--- config.mk ---
export PLATFORM = sky130hd
export DESIGN_NAME = mux_sel_sequencer
export DESIGN_NICKNAME = d
export VERILOG_FILES = /design/src/rtl/mux_sel_sequencer.sv
export SDC_FILE = /design/constraint.sdc
export NUM_CORES = 1
export LEC_CHECK = 0
export ABC_AREA = 1
export ABC_CLOCK_PERIOD_IN_PS = 3300
export CAP_MARGIN = 20
export CORE_MARGIN = 5
export CORE_UTILIZATION = 57
export CTS_CLUSTER_DIAMETER = 50
export DETAILED_ROUTE_END_ITERATION = 8
export PLACE_DENSITY = 0.92
export SKIP_LAST_GASP = 1
export SLEW_MARGIN = 20
export SYNTH_ARGS = -nofsm -noshare
export SYNTH_HDL_FRONTEND = slang
export SYNTH_SLANG_ARGS = --single-unit
--- constraint.sdc ---
create_clock -name clk -period 3.3 [get_ports clk]
set_clock_uncertainty 0.15 [all_clocks]
set_input_delay 0.66 -clock clk [delete_from_list [all_inputs] [get_ports clk]]
set_output_delay 0.66 -clock clk [all_outputs]
set_load 0.05 [all_outputs]
--- src/rtl/mux_sel_sequencer.sv ---
// mux_sel_sequencer: drives an external 8:1 bit mux with a latched word and a
// stepped select, samples the mux output once per bit period, emits it as a
// serial bit with a valid strobe and reassembles the bits into word_out.
module mux_sel_sequencer #(
    parameter int unsigned DIV_WIDTH = 8,
    parameter bit          MSB_FIRST = 1'b0
) (
    input  logic                 clk,
    input  logic                 rst,
    input  logic                 start,
    input  logic [7:0]           data_in,
    input  logic [DIV_WIDTH-1:0] div,
    output logic [7:0]           a,
    output logic [2:0]           sel,
    input  logic                 mux_out,
    output logic                 bit_out,
    output logic                 bit_valid,
    output logic                 busy,
    output logic                 done,
    output logic [7:0]           word_out
);

    localparam logic [2:0] FIRST_SEL = MSB_FIRST ? 3'd7 : 3'd0;

    typedef enum logic [1:0] {
        ST_IDLE,
        ST_RUN,
        ST_DONE
    } state_t;

    state_t                 r_state;
    logic [7:0]             r_a;
    logic [2:0]             r_sel;
    logic [DIV_WIDTH-1:0]   r_div;
    logic [DIV_WIDTH-1:0]   r_cnt;
    logic [2:0]             r_bitn;
    logic [7:0]             r_capture;
    logic                   r_bit_out;
    logic                   r_bit_valid;
    logic [7:0]             r_word_out;

    state_t                 w_state_next;
    logic [7:0]             w_a_next;
    logic [2:0]             w_sel_next;
    logic [DIV_WIDTH-1:0]   w_div_next;
    logic [DIV_WIDTH-1:0]   w_cnt_next;
    logic [2:0]             w_bitn_next;
    logic [7:0]             w_capture_next;
    logic                   w_bit_out_next;
    logic                   w_bit_valid_next;
    logic [7:0]             w_word_out_next;

    logic                   w_sample;
    logic [2:0]             w_step_sel;
    logic [7:0]             w_capture_merged;

    // Bit period ends when the counter reaches the latched divider; the
    // compare happens before any increment so div all-ones cannot overflow.
    assign w_sample   = (r_cnt == r_div);
    assign w_step_sel = MSB_FIRST ? (r_sel - 3'd1) : (r_sel + 3'd1);

    // Capture register with the bit currently on the mux merged in, so the
    // final sample lands in word_out on the same edge it is taken.
    always_comb begin
        w_capture_merged        = r_capture;
        w_capture_merged[r_sel] = mux_out;
    end

    // Next-state and datapath next values; everything holds unless updated.
    always_comb begin
        w_state_next     = r_state;
        w_a_next         = r_a;
        w_sel_next       = r_sel;
        w_div_next       = r_div;
        w_cnt_next       = r_cnt;
        w_bitn_next      = r_bitn;
        w_capture_next   = r_capture;
        w_bit_out_next   = r_bit_out;
        w_bit_valid_next = 1'b0;
        w_word_out_next  = r_word_out;

        case (r_state)
            ST_IDLE: begin
                if (start) begin
                    w_state_next   = ST_RUN;
                    w_a_next       = data_in;
                    w_div_next     = div;
                    w_sel_next     = FIRST_SEL;
                    w_cnt_next     = '0;
                    w_bitn_next    = '0;
                    w_capture_next = '0;
                end
            end
            ST_RUN: begin
                if (w_sample) begin
                    w_bit_out_next   = mux_out;
                    w_bit_valid_next = 1'b1;
                    w_capture_next   = w_capture_merged;
                    w_cnt_next       = '0;
                    // Stepping past the last index wraps back to FIRST_SEL.
                    w_sel_next       = w_step_sel;
                    w_bitn_next      = r_bitn + 3'd1;
                    if (r_bitn == 3'd7) begin
                        w_word_out_next = w_capture_merged;
                        w_state_next    = ST_DONE;
                    end
                end else begin
                    w_cnt_next = r_cnt + DIV_WIDTH'(1);
                end
            end
            ST_DONE: begin
                w_state_next = ST_IDLE;
            end
            default: begin
                w_state_next = ST_IDLE;
            end
        endcase
    end

    // State and datapath registers; reset aborts any scan immediately.
    always_ff @(posedge clk or posedge rst) begin
        if (rst) begin
            r_state     <= ST_IDLE;
            r_a         <= '0;
            r_sel       <= '0;
            r_div       <= '0;
            r_cnt       <= '0;
            r_bitn      <= '0;
            r_capture   <= '0;
            r_bit_out   <= 1'b0;
            r_bit_valid <= 1'b0;
            r_word_out  <= '0;
        end else begin
            r_state     <= w_state_next;
            r_a         <= w_a_next;
            r_sel       <= w_sel_next;
            r_div       <= w_div_next;
            r_cnt       <= w_cnt_next;
            r_bitn      <= w_bitn_next;
            r_capture   <= w_capture_next;
            r_bit_out   <= w_bit_out_next;
            r_bit_valid <= w_bit_valid_next;
            r_word_out  <= w_word_out_next;
        end
    end

    assign a         = r_a;
    assign sel       = r_sel;
    assign bit_out   = r_bit_out;
    assign bit_valid = r_bit_valid;
    assign word_out  = r_word_out;
    assign busy      = (r_state == ST_RUN);
    assign done      = (r_state == ST_DONE);

endmodule

* After elaboration in Yosys (flattened, before gate mapping) *
Cells that the tools add are included.

cells by class
  $add $sub $neg = 3
  magnitude comparators = 2
  equality and inequality tests = 7
  mux-type cells = 19
  reduce and logical (&&, ||, !) cells = 9

operators with widths
  operator                                                                              count
  8-bit case mux with 2 select lines                                                    2
  8-bit two-way mux                                                                     3
  3-bit case mux with 2 select lines                                                    2
  3-bit two-way mux                                                                     3
  3-bit AND reduction                                                                   3
  8-bit by 1-bit adder with 8-bit output (second input constant)                        1
  8-bit bitwise mux                                                                     1
  8-bit equality test                                                                   1
  3-bit by 1-bit adder with 3-bit output (second input constant)                        2
  2-bit two-way mux                                                                     3
  2-bit AND reduction                                                                   3
  3-bit by 4-bit < comparator with 1-bit output (second input constant)                 1
  2-bit by 1-bit inequality test with 1-bit output (second input constant)              2
  2-bit case mux with 2 select lines                                                    1
  1-bit demux with 3-bit select                                                         1
  3-bit equality test (second input constant)                                           1
  3-bit by 1-bit greater-or-equal comparator with 1-bit output (second input constant)  1
  1-bit two-way mux                                                                     3
  2-bit by 1-bit equality test with 1-bit output (second input constant)                1
  2-bit equality test (second input constant)                                           1
  2-bit zero test                                                                       1
  2-bit inequality test (second input constant)                                         1
  2-bit nonzero test                                                                    1
  1-bit logical AND                                                                     1

word-level totals
  flip-flop bits (word level) = 50
  input port bits = 20
  output and inout bits = 23
  logic and storage cells = 50

* Longest topological paths before layout *
  depth after elaboration = 7
  gate-level depth with buffers = 10

* Worst setup path before layout *
Ideal clock, no wire load.

  kind = register to output
  start = reg r_state[1]
  end = out done
  arrival time = 1.055 ns
  path slack = 1.435 ns
  cell stages (with the launch flop) = 3
  cells stage by stage = dfrtp_1 -> inv_1 -> nor2_1

between the ends
  cells in the longest elaborated chain, start to end = 1

ends and longest elaborated chain
  what                    RTL line  RTL
  from (decl)             31        state_t r_state;
  from (signal assigned)  134       r_state <= w_state_next;
  2-bit equality test     153       assign done = (r_state == ST_DONE);
  to (decl)               19        output logic done,

No other way between the ends.

* Worst setup path after layout *
  start = reg r_state[0]
  end = out busy

between the ends
  cells in the longest elaborated chain, start to end = 1

ends and longest elaborated chain
  what                                            RTL line  RTL
  2-bit by 1-bit equality test with 1-bit output  152       assign busy = (r_state == ST_RUN);
  to (decl)                                       18        output logic busy,

No other way between the ends.

==> impl_metrics.csv <==
group,metric,value,unit
routing,dr_total_vias,2157,
power,ir_worst_vdd,0.0002471,V
cts,cts_max_level,2,
finish,fill_cells,332,
finish,finish.utilization,0.7193,
routing,drc,0,
synth,syn_area_per_cell,8.378,sq um
power,p_total,996.9,uW
worst_setup_path,critPathMaxFanout,18,
global_route,grt_use_total,0.2027,
synth,yosysTopAreaCell,"dfrtp_1",
floorplan,rows,24,
hold_path,hold_depth,2,
worst_setup_path,cp_slowest_cell,"clkdlybuf4s50_1",
routing,drtAntennaViolNets,0,
cts,numCtsBuffers,5,
sta,setup-tns-final,0,ns
synth,synthDistinctLibCells,26,
sta,rsz0062_at_grt,"no",
sta,setup_violations,0,
power,powerDensity,320.5,mW/mm^2
synth,seq_area_frac_synth,0.4929,
cts,post-cts-setup-buffer-count,0,
global_route,gr-total-overflow,0,
routing,drtIter0Drc,133,
synth,yosysTopAreaCellShare,0.4929,
synth,ys.warnings.count,0,
routing,routedWlPerCell,13.51,um
worst_setup_path,cp_slowest_stage_delay,0.84,ns
floorplan,ios,43,
global_route,antenna_found_initial,0,
synth,ys_ff_latch,50,
routing,avgViaCountPerCell,5.352,
floorplan,dieArea,0.005888,sq mm
sta,worst_slew_margin_rel,0.5427,
sta,drv_slew,0,
place,gp_congestion,0.7973,
cts,cts_root_buf,"clkbuf_8",
synth,synthTopCellsByArea,"dfrtp_1 (49%), nand2_1 (15%), inv_1 (4.3%)",
worst_setup_path,endpoint_kind,"output pin",
global_route,grt_pass1_vias,2226,
synth,syn_nets,327,
cts,cts_tree,"yes",
finish,final_cell_mix,"nand2_1 (101), dfrtp_1 (50), clkdlybuf4s50_1 (42)",
sta,post-route-period-util,0.8194,
floorplan,die_x,76.74,um
worst_setup_path,cp_cell_sequence,"inv_1 -> nor2_2 -> buf_4 -> clkdlybuf4s50_1",
finish,drive_above_1_share,0.1282,
place,io_buffers,42,
sta,max_freq,369.8,MHz
routing,drt_wl_total,5446,um
cts,clock_latency,0.31,ns
worst_setup_path,crit_arrival,1.89,ns
cts,clk_path_buf_depth,2,
global_route,grt_max_degree,22,
finish,diodes,0,
place,placed_cells,396,
power,leakage,1.552,nW
finish,area_delta_synth_final,22.52,%
place,place_hpwl,4013,um
sta,min_period,2.704,ns
sta,hold_viol,0,
cts,post_cts_resized,0,
synth,syn_inst,303,
worst_setup_path,criticalPathCategory,"flop to output pin",
worst_setup_path,worst_r2r_path_depth,9,
cts,cts.clk_slew.worst_paths,0.08,ns
sta,tightestPinTransition,0.6843,ns
synth,syn-cell-area,0.002539,sq mm
routing,drt-pass1-iter-count,4,
finish,nNetsFinal,375,
finish,finalNonFillerCells,403,
cts,cts.sinks,50,
outcome,status,"completed",
floorplan,initial_core_util,0.5871,
hold_path,holdCritPathClass,"flop to flop",
floorplan,fp.dieH,76.74,um
worst_setup_path,cp-start-kind,"flop",
cts,hold_buffers,0,
floorplan,coreArea,0.004324,sq mm
global_route,grt_pass1_wl,9922,um
finish,mostFrequentLayoutCell,"nand2_1",
job,drv_cap,0,
worst_setup_path,required,2.49,ns
[synth_stat cells]
| cell type | instances |
|---|---|
| nor3_1 | 2 |
| and2_1 | 4 |
| dfrtp_1 | 50 |
| xor2_1 | 5 |
| o21ai_1 | 1 |
| nor2_4 | 1 |
| xnor2_1 | 2 |
| o21ai_0 | 16 |
| nand3_1 | 16 |
| inv_2 | 5 |
| nand4_1 | 8 |
| nor2_2 | 3 |
| buf_6 | 1 |
| nand4_2 | 1 |
| nor2_1 | 16 |
| inv_1 | 29 |
| nand2_2 | 3 |
| mux2_2 | 8 |
| ha_1 | 4 |
| nand2_1 | 101 |
| nand3_4 | 1 |
| a21oi_1 | 8 |
| buf_2 | 4 |
| o211ai_1 | 1 |
| clkbuf_1 | 3 |
| nand3_2 | 10 |
[registers in the layout, summed over array words and instances, names as in the netlist]
name and flops:
sel 3, bit_out 1, word_out 8, r_capture 8
r_div 8, r_state 2, a 8, r_bitn 3
bit_valid 1, r_cnt 8
[layout make-up]
cell class	count	area [sq um]	area share
Sequential cell	50	1251	0.4023
Multi-Input combinational cell	211	1117	0.3592
Timing Repair Buffer	49	473.0	0.1521
Inverter	34	127.6	0.04103
Clock buffer	7	76.32	0.02454
Tap cell	52	65.06	0.02092
[power by group]
group	switching [mW]	leakage, nW	internal, mW
clock network	0.192	0.0383	0.146
logic	0.0207	0.944	0.0240
registers	0.000837	0.569	0.613
[per-stage QoR]
step	hold slack [ns]	worst slack, ns	cell area, sq um
after global placement	0.3150	0.9612	3034
after global routing	0.3632	0.5065	3110
after CTS	0.3419	0.5937	3110
final	0.3367	0.5960	3110
after floorplan	0.3259	1.289	2539
after detailed placement	0.3221	0.9152	3034
[worst max-delay path, delay by kind of cell (launching register included)]
family | cells | cell delay (ns)
AND/OR/NAND/NOR | 1 | 0.07
buffers and inverters | 3 | 1.12
flip-flops | 1 | 0.41
[metal layers]
| metal | routed length [um] | GRT usage |
|---|---|---|
| met4 | 80 | 0.06993 |
| met2 | 2809 | 0.3531 |
| met3 | 213 | 0.03513 |
| met5 | 0 | 0 |
| met1 | 2343 | 0.2517 |
[logic make-up (layout without fill, tap and decap cells)]
group                      Yosys count  in the layout  synth area share
and+or+nand+nor                    166            166            0.3085
xor gates and xnor gates             7              7           0.02415
DFF                                 50             50            0.4929
AOI/OAI and AO/OA                   26             26           0.05224
buffers and inverters               42             90           0.06703
adders and majority gates            4              4           0.01971
muxes                                8              8           0.03549
[path summary, 6_finish.rpt]
check                             from      endpoint  slack (ns)
setup reg to reg              r_cnt[5]  r_capture[0]        1.47
hold reg to reg            word_out[5]   word_out[5]        0.34
hold / removal             word_out[5]   word_out[5]        0.34
min in group asynchronous          rst          a[1]        0.42
max in group asynchronous          rst   word_out[2]        2.05
setup / recovery            r_state[0]          busy        0.60
(Power assumes the default switching activity.)
